--- src/rtl/dma_pkg.sv ---
// Shared types and constants for the DMA priority/arbitration block.
// Holds the FSM state encoding, transfer-mode codes and the release rule.
package dma_pkg;

  localparam int NUM_CH = 4;

  typedef enum logic [1:0] {
    ST_IDLE     = 2'd0,
    ST_HOLD_REQ = 2'd1,
    ST_SERVICE  = 2'd2,
    ST_RELEASE  = 2'd3
  } dma_state_t;

  localparam logic [1:0] MODE_DEMAND     = 2'b00;
  localparam logic [1:0] MODE_SINGLE     = 2'b01;
  localparam logic [1:0] MODE_BLOCK      = 2'b10;
  localparam logic [1:0] MODE_SINGLE_ALT = 2'b11;

  // End-of-service decision for the channel currently holding the bus.
  function automatic logic release_hit(input logic [1:0] mode,
                                       input logic       xfer_done,
                                       input logic       eop,
                                       input logic       ch_valid);
    logic hit;
    hit = 1'b0;
    case (mode)
      MODE_DEMAND:     hit = eop | (xfer_done & ~ch_valid);
      MODE_BLOCK:      hit = eop;
      MODE_SINGLE,
      MODE_SINGLE_ALT: hit = xfer_done;
      default:         hit = xfer_done;
    endcase
    return hit | (eop & xfer_done);
  endfunction

endpackage

--- src/rtl/dma_pri_encoder.sv ---
// Combinational rotating priority encoder: the channel at 'pointer' is
// highest priority, then pointer+1, and so on modulo the channel count.
module dma_pri_encoder
  import dma_pkg::*;
(
  input  logic [NUM_CH-1:0] valid,
  input  logic [1:0]        pointer,
  output logic [1:0]        winner,
  output logic              any
);

  logic [NUM_CH-1:0] rotated;
  logic [1:0]        offset;

  // rotated[k] is the request of the channel k places below the pointer.
  genvar gi;
  generate
    for (gi = 0; gi < NUM_CH; gi++) begin : g_rot
      assign rotated[gi] = valid[pointer + 2'(gi)];
    end
  endgenerate

  always_comb begin
    offset = 2'd0;
    for (int i = NUM_CH - 1; i >= 0; i--) begin
      if (rotated[i]) offset = 2'(i);
    end
    winner = pointer + offset;
    any    = |valid;
  end

endmodule

--- src/rtl/dma_priority.sv ---
// DMA request arbitration: samples channel requests, negotiates the bus
// with the CPU via HRQ/HLDA and issues a one-hot DACK to the winner.
module dma_priority
  import dma_pkg::*;
(
  input  logic        CLK,
  input  logic        RESET,
  input  logic [3:0]  DREQ,
  input  logic        HLDA,
  input  logic [3:0]  sw_req,
  input  logic [3:0]  mask,
  input  logic [7:0]  mode_xfer,
  input  logic        cmd_disable,
  input  logic        cmd_rot_pri,
  input  logic        cmd_dreq_low,
  input  logic        cmd_dack_high,
  input  logic        xfer_done,
  input  logic        eop,
  output logic        HRQ,
  output logic [3:0]  DACK,
  output logic        svc_active,
  output logic [1:0]  svc_ch
);

  dma_state_t state, state_next;
  logic [3:0] dreq_q;
  logic       hrq_q, hrq_next;
  logic [3:0] dack_q, dack_next;
  logic       active_q, active_next;
  logic [1:0] ch_q, ch_next;
  logic [1:0] ptr_q, ptr_next;

  logic [3:0] valid;
  logic [1:0] winner;
  logic       any;
  logic [1:0] ch_mode;

  // Software requests bypass both the mask and the polarity control.
  assign valid   = ((dreq_q ^ {4{cmd_dreq_low}}) & ~mask) | sw_req;
  assign ch_mode = mode_xfer[{ch_q, 1'b0} +: 2];

  dma_pri_encoder u_enc (
    .valid   (valid),
    .pointer (cmd_rot_pri ? ptr_q : 2'd0),
    .winner  (winner),
    .any     (any)
  );

  always_ff @(posedge CLK or posedge RESET) begin
    if (RESET) begin
      state    <= ST_IDLE;
      dreq_q   <= 4'd0;
      hrq_q    <= 1'b0;
      dack_q   <= 4'd0;
      active_q <= 1'b0;
      ch_q     <= 2'd0;
      ptr_q    <= 2'd0;
    end else begin
      state    <= state_next;
      dreq_q   <= DREQ;
      hrq_q    <= hrq_next;
      dack_q   <= dack_next;
      active_q <= active_next;
      ch_q     <= ch_next;
      ptr_q    <= ptr_next;
    end
  end

  always_comb begin
    state_next  = state;
    hrq_next    = hrq_q;
    dack_next   = dack_q;
    active_next = active_q;
    ch_next     = ch_q;
    ptr_next    = ptr_q;
    case (state)
      ST_IDLE: begin
        if (any && !cmd_disable) begin
          state_next = ST_HOLD_REQ;
          hrq_next   = 1'b1;
        end
      end
      ST_HOLD_REQ: begin
        if (HLDA && any) begin
          state_next  = ST_SERVICE;
          ch_next     = winner;
          dack_next   = 4'b0001 << winner;
          active_next = 1'b1;
        end else if (!any) begin
          state_next = ST_IDLE;
          hrq_next   = 1'b0;
        end
      end
      ST_SERVICE: begin
        // Losing HLDA aborts without crediting the channel to the rotation.
        if (!HLDA) begin
          state_next  = ST_IDLE;
          hrq_next    = 1'b0;
          dack_next   = 4'd0;
          active_next = 1'b0;
        end else if (release_hit(ch_mode, xfer_done, eop, valid[ch_q])) begin
          state_next  = ST_RELEASE;
          hrq_next    = 1'b0;
          dack_next   = 4'd0;
          active_next = 1'b0;
          ptr_next    = ch_q + 2'd1;
        end
      end
      ST_RELEASE: state_next = ST_IDLE;
      default:    state_next = ST_IDLE;
    endcase
  end

  assign HRQ        = hrq_q;
  assign DACK       = dack_q ^ {4{~cmd_dack_high}};
  assign svc_active = active_q;
  assign svc_ch     = ch_q;

endmodule

--- config.mk ---
export PLATFORM = sky130hd
export DESIGN_NAME = dma_priority
export DESIGN_NICKNAME = d
export VERILOG_FILES = /design/src/rtl/dma_pkg.sv /design/src/rtl/dma_pri_encoder.sv /design/src/rtl/dma_priority.sv
export SDC_FILE = /design/constraint.sdc
export NUM_CORES = 1
export LEC_CHECK = 0
export ABC_AREA = 0
export ABC_CLOCK_PERIOD_IN_PS = 2870
export BUFFER_PORTS_ARGS = -buffer_cell sky130_fd_sc_hd__buf_4
export CAP_MARGIN = 20
export CORE_ASPECT_RATIO = 0.6
export CORE_MARGIN = 2
export CORE_UTILIZATION = 51
export DETAILED_ROUTE_END_ITERATION = 16
export PLACE_DENSITY_LB_ADDON = 0.05
export SLEW_MARGIN = 20
export SYNTH_ARGS = -nofsm -noshare
export SYNTH_HDL_FRONTEND = slang
export SYNTH_SLANG_ARGS = --single-unit
--- constraint.sdc ---
create_clock -name CLK -period 2.87 [get_ports CLK]
set_input_delay 0.287 -clock CLK [delete_from_list [all_inputs] [get_ports CLK]]
set_output_delay 0.287 -clock CLK [all_outputs]
set_load 0.1 [all_outputs]
After elaboration in Yosys (flattened, before gate mapping)
Cells that the tools add are included.

Word-level logic and storage cells: 92. Register bits after elaboration: 16. Output and inout port bits: 8. Bits of input ports: 29.

Order comparisons: 5. Shifts and indexed selects: 2. Add/sub/neg operators: 5. Eq/ne operators: 12. Bitwise logic cells: 11. Reductions and logical operators: 14. Mux-type cells: 36.

Operators by type and width (count): 2-to-1 mux 2 bit (10); < comparator 2 x 3 -> 1 bit, second input constant (5); 2-to-1 mux 1 bit (13); 2-to-1 mux 4 bit (3); binary-select mux 1 bit (select 2 bit) (5); AND reduction 3 bit (3); equality test 2 bit, second input constant (4); != test 2 bit, second input constant (4); case mux 2 bit (4 select lines) (1); case mux 4 bit (2 select lines) (1); indexed part select 8 x 4 -> 2 bit (1); bitwise XOR 4 bit (2); != test 3 bit, second input constant (2); case mux 1 bit (3 select lines) (2); AND reduction 5 bit (1); adder 2 x 1 -> 2 bit, second input constant (2); adder 2 bit, second input constant (2); bitwise AND 4 bit (1); equality test 2 x 1 -> 1 bit, second input constant (2); logical NOT 2 bit (2); inverter 4 bit (1); OR 4 bit (1); OR reduction 4 bit (1); left shift 1 x 2 -> 4 bit, first input constant (1); 11 further kinds (15).

Longest topological paths before layout
Gate-level depths: netlist of the first run.

Word-level depth: 15. Depth in mapped cells: 11. Depth with buffers taken out: 10.

Modules after synthesis
A second synthesis of the first run with hierarchy kept.

Cell total of the unflattened synthesis: 117. Area total of the unflattened synthesis: 1161.1 um2.

Modules (own cells, without submodules): dma_priority (area each 979.7 um2, cells an instance 90, times used 1, sequential area each 400.4 um2); dma_pri_encoder (area each 181.4 um2, cells an instance 27, times used 1, sequential area each 0.0 um2).

Least setup slack after synthesis of the first run
Ideal clock, no wire load.

Path type: register to register. From: register ch_q[0], in the netlist svc_ch[0]. To: register dack_q[2]. Setup slack: 0.339 ns. Clock period less this slack: 2.531 ns. Cell stages (with the launch flop): 9. Buffers on the path: 2. Required time: 2.749 ns. Data arrival time: 2.410 ns. Setup time: 0.121 ns. Path through: dfrtp_1 -> buf_2 -> mux2i_1 -> mux2i_1 -> o21bai_1 -> o211ai_2 -> a22o_1 -> buf_2 -> a22o_1.

Cells in the longest elaborated chain, start to end: 11. Elaborated cells on any way between the ends: 17. Those cells by class: 4 x eq/ne; 1 x shift; 5 x mux; 4 x bitwise; 3 x reduce/logical.

RTL lines: from (decl) (RTL line dma_priority.sv:30) `logic [1:0] ch_q, ch_next;`; from (signal assigned) (RTL line dma_priority.sv:64) `ch_q <= ch_next;`; branches (longest 5 deep; another with indexed part select 8 x 4 -> 2 bit); case mux 1 bit (3 select lines) (*) (RTL line dma_pkg.sv:26) `case (mode)`; 2-to-1 mux 1 bit (*) (RTL line dma_priority.sv:96) `if (!HLDA) begin`; 2-to-1 mux 1 bit (*) (RTL line dma_priority.sv:76) `case (state)`; OR 1 bit (*) (RTL line dma_pkg.sv:33) `return hit | (eop & xfer_done);`; != test 3 bit (no line) (*); AND reduction 3 bit (no line) (*); to (signal assigned) (RTL line dma_priority.sv:62) `dack_q <= dack_next;`; to (decl) (RTL line dma_priority.sv:28) `logic [3:0] dack_q, dack_next;`.

Mark *: on every way between the ends. The select of a mux whose other input is x is not followed. A chain may end at the register's enable or synchronous reset.

Final worst setup path of the first run
From: register ptr_q[0]. To: register dack_q[1].

Cells in the longest elaborated chain, start to end: 12. Elaborated cells on any way between the ends: 20. Those cells by class: 4 x add/sub; 1 x shift; 15 x mux.

RTL lines: from (decl) (RTL line dma_priority.sv:31) `logic [1:0] ptr_q, ptr_next;`; from (signal assigned) (RTL line dma_priority.sv:65) `ptr_q <= ptr_next;`; 2-to-1 mux 2 bit (*) (RTL line dma_priority.sv:44) `.pointer (cmd_rot_pri ? ptr_q : 2'd0),`; adder 2 bit (RTL line dma_pri_encoder.sv:19) `assign rotated[gi] = valid[pointer + 2'(gi)];`; binary-select mux 1 bit (select 2 bit) (RTL line dma_pri_encoder.sv:19); 2-to-1 mux 1 bit (implied by the code) (RTL line dma_pri_encoder.sv:19); 2-to-1 mux 2 bit (4 in series) (RTL line dma_pri_encoder.sv:26) `if (rotated[i]) offset = 2'(i);`; adder 2 bit (*) (RTL line dma_pri_encoder.sv:28) `winner = pointer + offset;`; left shift 1 x 2 -> 4 bit (*) (RTL line dma_priority.sv:87) `dack_next = 4'b0001 << winner;`; 2-to-1 mux 4 bit (*) (RTL line dma_priority.sv:84) `if (HLDA && any) begin`; case mux 4 bit (2 select lines) (*) (RTL line dma_priority.sv:76).

Mark *: on every way between the ends. The rest lies on a longest branch, timed or not. The select of a mux whose other input is x is not followed.

==> results of run 1 <==
-- per-layer routing --
| metal | GRT usage, % | vias up | share of wire, % |
|---|---|---|---|
| met1 | 32.3 | 537 | 49 |
| met2 | 30.9 | 66 | 41 |
| li1 | - | 551 | - |
| met3 | 9.68 | 0 | 9.9 |
| met5 | 0 | - | 0 |
| met4 | 4.40 | 0 | 0 |
-- placed cells by master, fill, tap and decap left out, types with 2 or more instances in the layout --
cell / netlist / layout
a21oi_1: 4 / 4
ha_1: 6 / 6
buf_4: 0 / 36
a22o_1: 3 / 3
xnor2_1: 5 / 5
nor2_1: 2 / 2
mux2i_1: 5 / 5
a31oi_1: 2 / 2
clkbuf_8: 0 / 3
and3_1: 2 / 2
o311ai_1: 2 / 2
xnor2_2: 4 / 4
mux2_2: 2 / 2
o21bai_1: 3 / 3
nand2_1: 14 / 14
nand4_1: 2 / 2
o21ai_0: 12 / 12
nor3_1: 4 / 4
dfrtp_1: 16 / 16
o41ai_1: 2 / 2
nand2b_1: 3 / 3
nand4b_1: 2 / 2
o32a_1: 2 / 2
o21ba_2: 2 / 2
inv_1: 10 / 10
-- cell type report --
cell class | instances | area, um2
multi-input cells | 101 | 793
fillers | 188 | 681
well taps | 30 | 37.5
clock buffers | 3 | 41.3
flip-flops and latches | 16 | 400
inverters | 10 | 37.5
repair buffers | 36 | 270
-- cells in the mapped netlist, types with 2 or more instances --
library cell,instances
dfrtp_1,16
nand2_1,14
o21ai_0,12
inv_1,10
ha_1,6
mux2i_1,5
xnor2_1,5
a21oi_1,4
nor3_1,4
xnor2_2,4
a22o_1,3
nand2b_1,3
o21bai_1,3
a31oi_1,2
and3_1,2
buf_2,2
clkbuf_1,2
mux2_2,2
nand4_1,2
nand4b_1,2
nor2_1,2
o21ba_2,2
o311ai_1,2
o32a_1,2
o41ai_1,2
-- kinds of logic after synthesis --
kind of cell | after synthesis
compound gates | 42
simple gates | 34
xor+xnor | 10
fa+ha+maj | 6
mux | 9
buf+inv | 16
flops | 16
-- worst register-to-register path, stage by stage (launching register included) --
cell and delay [ns]:
dfrtp_1 0.50, nand2b_1 0.22, a21oi_1 0.22, mux4_2 0.32, o21ai_0 0.18, ha_1 0.22, xnor2_2 0.12, o41ai_1 0.32
-- sequential cells by signal, summed over array words and instances, names as in the netlist --
signal / count
svc_active: 1
HRQ: 1
state: 2
ptr_q: 2
dreq_q: 4
svc_ch: 2
dack_q: 4
-- power by group through the flow --
stage | Clock (mW) | Sequential (mW) | Combinational (mW)
4_1_cts | 0.174 | 0.406 | 0.995
6_report | 0.168 | 0.408 | 1.00
2_1_floorplan | 0 | 0.554 | 0.633
5_1_grt | 0.185 | 0.425 | 1.07
3_3_place_gp | 0 | 0.406 | 0.973
3_5_place_dp | 0 | 0.409 | 0.990
-- worst min path at each step --
stage,start,end,slack [ns],depth (start not counted)
floorplan,RESET,HRQ$_DFFE_PP0P_,0.20,1
global placement,RESET,HRQ$_DFFE_PP0P_,0.40,2
detailed placement,DREQ[2],dreq_q[2]$_DFF_PP0_,0.40,1
CTS,RESET,HRQ$_DFFE_PP0P_,0.14,2
global route,DREQ[1],dreq_q[1]$_DFF_PP0_,0.14,1
finish,RESET,HRQ$_DFFE_PP0P_,0.12,2
-- per-stage QoR --
step	total power, mW	instances	worst slack (ns)	utilization [%]
2_1_floorplan	1.19	133	0.339	-
3_3_place_gp	1.38	193	0.684	68.1
3_5_place_dp	1.40	193	0.611	68.1
4_1_cts	1.57	196	0.668	69.9
5_1_grt	1.68	196	0.429	69.9
6_report	1.58	196	0.677	69.9
==> metrics.csv, run 1 <==
stage,metric,value,unit
finish,area_delta_synth_final,25.0,%
sta,final.setup_skew,0.00290,ns
global_route,grt_antenna_before_repair,0,
detailed_routing,wl_per_cell,15.3,um
sta,setup_viol_count_final,0,
sta,min_period_over_period,76.4,%
sta,relSlewSlack,58.0,%
synth,synth.avg_cell_area,9.50,um2
cts,cts_tree,yes,
worst_setup_path,reg2reg_setup_slack,0.68,ns
cts,cts-root-buf,clkbuf_8,
synth,muxShareOfSynthArea,8.42,%
worst_setup_path,r2r-start,ptr_q[0]$_DFFE_PP0P_,
hold_path,hold_class,input pin to async pin,
synth,synth_cells,133,
sta,worst_pin_slew,0.630,ns
cts,postCtsSetupBuffers,0,
worst_setup_path,crit_family,compound AO/OA/AOI/OAI gates,
synth,synth_edf_count,0,
flow_run,timing.max_cap.violations,0,
placement,port_buffers,36,
global_route,grt_pass1_wl,4810,um
power_and_ir_drop,ir_worst_vdd,0.605,mV
synth,yosys.area.top_type,dfrtp_1,
power_and_ir_drop,internal_power,0.721,mW
worst_setup_path,arrival,2.33,ns
synth,yosysWarnings,0,
synth,synth_top_family_by_area,compound AO/OA/AOI/OAI gates,
synth,synth.top_cell.area_share,31.7,%
sta,maxSlewViolCount,0,
power_and_ir_drop,p_per_area,998,nW/um2
cts,clk_latency,0.25,ns
detailed_routing,drtIter0Drc,158,
worst_setup_path,endpoint,dack_q[1]$_DFFE_PP0P_,
detailed_routing,first_pass_iters,4,
floorplan,core,2260,um2
sta,finalHoldViolCount,0,
synth,synthTopCellsByArea,"dfrtp_1 (32%), ha_1 (5.9%), xnor2_2 (5.1%), o21ai_0 (4.8%), nand2_1 (4.2%)",
synth,synth_simple_gate_area_share,14.0,%
power_and_ir_drop,clkPwrFrac,10.7,%
detailed_routing,drt-vias-per-instance,5.89,
placement,dp_hpwl,2360,um
floorplan,dieArea,2910,um2
detailed_routing,vias,1154,
synth,synthXorXnorAreaFrac,9.31,%
power_and_ir_drop,power_frac_comb,63.4,%
synth,syn_area,1260,um2
synth,synth_fa_ha_area_share,5.94,%
power_and_ir_drop,power.switching,0.856,mW
worst_setup_path,endpoint_kind,register,
worst_setup_path,crit_buf_inv,0,
global_route,grtUsageTotal,22.4,%
sta,setup_tns,0,ns
worst_setup_path,startpoint,ptr_q[0]$_DFFE_PP0P_,
status,outcome,completed,
worst_setup_path,required,3.01,ns
synth,ys_seq_elements,16,
worst_setup_path,r2r-end,dack_q[1]$_DFFE_PP0P_,
sta,fmax,456,MHz
synth,mappedNetlistNets,168,
synth,synthArstFlopShare,100,%
sta,fin_crit,2.19,ns
floorplan,top_level_ports,37,
detailed_routing,ant_nets,0,
global_route,grt_max_degree,17,
sta,holdWs,0.121,ns
detailed_routing,drc,0,
worst_setup_path,path_cells,nand2b_1 -> a21oi_1 -> mux4_2 -> o21ai_0 -> ha_1 -> xnor2_2 -> o41ai_1,
finish,drive_gt1_share,31.3,%
worst_setup_path,critPathKind,register to register,
cts,clk_pin_slew,0.06,ns
global_route,grt_pass1_vias,1066,
finish,final_nets,203,
worst_setup_path,slowest_delay,0.50,ns
synth,synth_compound_area_share,25.1,%
cts,cts_hold_buf,0,
power_and_ir_drop,switching_share,54.3,%
synth,synth_flop_cell,dfrtp_1,
placement,gp_congestion,1.03,
finish,n_antenna_cell,0,
worst_setup_path,start_kind,register,
power_and_ir_drop,seq_power_share,25.9,%
cts,htreeDepth,1,
floorplan,die_h,42.6,um
detailed_routing,wl,3010,um
cts,cts.sinks,16,
worst_setup_path,crit_fanout,11,
synth,yosys.cell_types.count,45,
cts,clock_path_buffers,2,
worst_setup_path,critPathSlowestCell,dfrtp_1,
floorplan,start_util,55.9,%
power_and_ir_drop,total_leakage_power,0.751,nW
synth,ys_seq_area_share,31.7,%
sta,grt_setup_unrepaired,no,
floorplan,num_rows,13,
placement,place_area,1540,um2
cts,numCtsBuffers,3,
worst_setup_path,crit_cells,7,
floorplan,die_w,68.3,um
global_route,grt_overflow_total,0,
worst_setup_path,r2r_cells,7,
finish,fin_area,1580,um2
cts,cts_resized,0,
(Power assumes the default switching activity.)
==> run 2, diff against run 1 <==
--- a/config.mk
+++ b/config.mk
@@ -6,7 +6,7 @@
 export NUM_CORES = 1
 export LEC_CHECK = 0
 export ABC_AREA = 0
-export ABC_CLOCK_PERIOD_IN_PS = 2870
+export ABC_CLOCK_PERIOD_IN_PS = 2200
 export BUFFER_PORTS_ARGS = -buffer_cell sky130_fd_sc_hd__buf_4
 export CAP_MARGIN = 20
 export CORE_ASPECT_RATIO = 0.6
==> constraint.sdc (replaced) <==
create_clock -name CLK -period 2.2 [get_ports CLK]
set_input_delay 0.22 -clock CLK [delete_from_list [all_inputs] [get_ports CLK]]
set_output_delay 0.22 -clock CLK [all_outputs]
set_load 0.1 [all_outputs]
==> metrics.csv, run 2 (same netlist as run 1, synthesis figures left out) <==
stage,metric,value,unit,change
sta,setup_tns,0,ns,unchanged
worst_setup_path,r2r_cells,7,,unchanged
placement,place_area,1570,um2,was 1540 um2
floorplan,die_w,68.3,um,unchanged
finish,largestRegisters,"dack_q x4, dreq_q x4",,unchanged
global_route,grt_max_degree,17,,unchanged
cts,clk_latency,0.24,ns,was 0.25 ns
finish,final_nets,206,,was 203
finish,fin_area,1700,um2,was 1580 um2
detailed_routing,vias,1144,,was 1154
cts,cts_hold_buf,0,,unchanged
worst_setup_path,crit_buf_inv,0,,unchanged
finish,n_antenna_cell,0,,unchanged
cts,clk_pin_slew,0.06,ns,about the same
sta,setup_slack,0.0565,ns,was 0.677 ns
global_route,grt_pass1_vias,1026,,was 1066
sta,holdWs,0.0393,ns,was 0.121 ns
power_and_ir_drop,clkPwrFrac,11.6,%,was 10.7%
worst_setup_path,endpoint_kind,register,,unchanged
status,outcome,completed,,unchanged
global_route,grt_overflow_total,0,,unchanged
worst_setup_path,critPathKind,register to register,,unchanged
worst_setup_path,critPathSlowestCell,mux4_2,,was dfrtp_1
sta,grt_setup_unrepaired,yes,,was no
flow_run,timing.max_cap.violations,0,,unchanged
power_and_ir_drop,total_leakage_power,0.785,nW,was 0.751 nW
placement,gp_congestion,1.07,,was 1.03
worst_setup_path,required,2.34,ns,was 3.01 ns
cts,postCtsSetupBuffers,0,,unchanged
global_route,grtUsageTotal,21.0,%,was 22.4%
sta,fin_crit,2.14,ns,was 2.19 ns
detailed_routing,drt-met1-wl,1400,um,was 1480 um
worst_setup_path,start_kind,register,,unchanged
power_and_ir_drop,power_frac_comb,65.0,%,was 63.4%
power_and_ir_drop,p_per_area,1300,nW/um2,was 998 nW/um2
floorplan,core,2260,um2,unchanged
floorplan,dieArea,2910,um2,unchanged
worst_setup_path,crit_family,compound AO/OA/AOI/OAI gates,,unchanged
floorplan,start_util,55.9,%,unchanged
placement,place_ws,-0.0229,ns,was 0.611 ns
sta,min_period_over_period,97.4,%,was 76.4%
floorplan,die_h,42.6,um,unchanged
detailed_routing,top_layer,met3,,unchanged
detailed_routing,met3_length,286,um,was 298 um
detailed_routing,drc,0,,unchanged
placement,dp_hpwl,2220,um,was 2360 um
detailed_routing,drtIter0Drc,228,,was 158
power_and_ir_drop,ir_worst_vdd,0.736,mV,was 0.605 mV
worst_setup_path,r2r-end,dack_q[1]$_DFFE_PP0P_,,unchanged
detailed_routing,wl_per_cell,14.4,um,was 15.3 um
power_and_ir_drop,switching_share,52.0,%,was 54.3%
sta,fmax,467,MHz,was 456 MHz
finish,area_delta_synth_final,34.5,%,was 25.0%
finish,drive_gt1_share,39.4,%,was 31.3%
worst_setup_path,slowest_delay,0.47,ns,was 0.50 ns
hold_path,hold_class,input pin to async pin,,unchanged
power_and_ir_drop,seq_power_share,23.3,%,was 25.9%
global_route,grt_pass1_wl,4620,um,was 4810 um
detailed_routing,route.met2.wl,1200,um,was 1230 um
detailed_routing,wl,2890,um,was 3010 um
cts,htreeDepth,1,,unchanged
finish,final_common_cell,buf_4,,unchanged
power_and_ir_drop,power.switching,1.15,mW,was 0.856 mW
detailed_routing,drt-vias-per-instance,5.72,,was 5.89
finish,num-fill-cells,164,,was 188
cts,cts_tree,yes,,unchanged
finish,final_cell_mix,"buf_4 (39), dfrtp_1 (15), nand2_1 (14)",,"was buf_4 (36), dfrtp_1 (16), nand2_1 (14)"
sta,maxSlewViolCount,0,,unchanged
detailed_routing,first_pass_iters,4,,unchanged
worst_setup_path,arrival,2.29,ns,was 2.33 ns
worst_setup_path,reg2reg_setup_slack,0.06,ns,was 0.68 ns
sta,finalHoldViolCount,0,,unchanged
floorplan,num_rows,13,,unchanged
worst_setup_path,crit_fanout,6,,was 11
worst_setup_path,path_cells,xnor2_2 -> o21ba_4 -> mux4_2 -> o21ai_2 -> ha_4 -> xnor2_4 -> o41ai_2,,was nand2b_1 -> a21oi_1 -> mux4_2 -> o21ai_0 -> ha_1 -> xnor2_2 -> o41ai_1
detailed_routing,ant_nets,0,,unchanged
placement,port_buffers,36,,unchanged
sta,worst_pin_slew,0.592,ns,was 0.630 ns
sta,setup_viol_count_final,0,,unchanged
sta,final.setup_skew,0.000863,ns,was 0.00290 ns
cts,numCtsBuffers,3,,unchanged
global_route,grt_antenna_before_repair,0,,unchanged
cts,cts-root-buf,clkbuf_8,,unchanged
worst_setup_path,r2r-start,dreq_q[0]$_DFF_PP0_,,was ptr_q[0]$_DFFE_PP0P_
cts,clock_path_buffers,2,,unchanged
sta,relSlewSlack,60.5,%,was 58.0%
power_and_ir_drop,internal_power,1.06,mW,was 0.721 mW
cts,cts.sinks,16,,unchanged
power_and_ir_drop,total_power,2.21,mW,was 1.58 mW
floorplan,top_level_ports,37,,unchanged
==> run 2: cell types whose count changed in the layout (fill, tap and decap cells not counted), sizes merged <==
cell / before / now
buf: 36 / 39
clkbuf: 3 / 4
==> run 2: power groups by stage <==
| stage | sequential (mW) | combinational (mW) | clock, mW |
|---|---|---|---|
| after CTS | 0.513 | 1.34 | 0.264 |
| final | 0.515 | 1.44 | 0.257 |
| after detailed placement | 0.517 | 1.34 | 0 |
| after floorplan | 0.728 | 0.826 | 0 |
| after global placement | 0.518 | 1.32 | 0 |
| after global routing | 0.532 | 1.54 | 0.289 |
==> run 2: worst max-delay path by stage <==
stage | depth (start not counted) | to | from | slack [ns]
floorplan | 2 | DACK[0] | cmd_dack_high | 0.01
global placement | 7 | dack_q[0]$_DFFE_PP0P_ | dreq_q[0]$_DFF_PP0_ | 0.08
detailed placement | 7 | dack_q[0]$_DFFE_PP0P_ | dreq_q[0]$_DFF_PP0_ | -0.02
CTS | 6 | dack_q[0]$_DFFE_PP0P_ | dreq_q[3]$_DFF_PP0_ | 0.002
global route | 7 | dack_q[1]$_DFFE_PP0P_ | dreq_q[3]$_DFF_PP0_ | -0.03
finish | 7 | dack_q[1]$_DFFE_PP0P_ | dreq_q[0]$_DFF_PP0_ | 0.06
==> run 2: what timing repair did <==
| item | in CTS | in global routing |
|---|---|---|
| pin swaps | 0 | 5 |
| endpoints found under the setup margin | 2 | 4 |
| resized for setup | 3 | 13 |
==> run 2: metal layers <==
| metal | GRT usage [%] | vias up |
|---|---|---|
| li1 | - | 561 |
| met3 | 6.18 | 0 |
| met2 | 27.2 | 61 |
| met1 | 34.7 | 522 |
| met5 | 0 | - |
| met4 | 2.00 | 0 |
==> run 2: cell type report <==
class | count | area (um2) | share of cell area [%]
timing repair buffer | 39 | 293 | 17.2
clock buffer | 4 | 55.1 | 3.24
multi-input combinational | 101 | 872 | 51.3
inverter | 10 | 37.5 | 2.21
tap | 30 | 37.5 | 2.21
sequential | 16 | 404 | 23.8
==> run 2: worst reg2reg max path, cell delays in order, from the launching register on <==
cell	delay [ns]
dfrtp_1	0.39
xnor2_2	0.16
o21ba_4	0.23
mux4_2	0.47
o21ai_2	0.18
ha_4	0.18
xnor2_4	0.09
o41ai_2	0.34
==> run 2: metrics by stage <==
| stage | std cells | utilization [%] |
|---|---|---|
| finish | 200 | 75.2 |
| detailed placement | 196 | 69.2 |
| global route | 200 | 75.2 |
| floorplan | 133 | - |
| global placement | 196 | 69.2 |
| CTS | 200 | 71.9 |
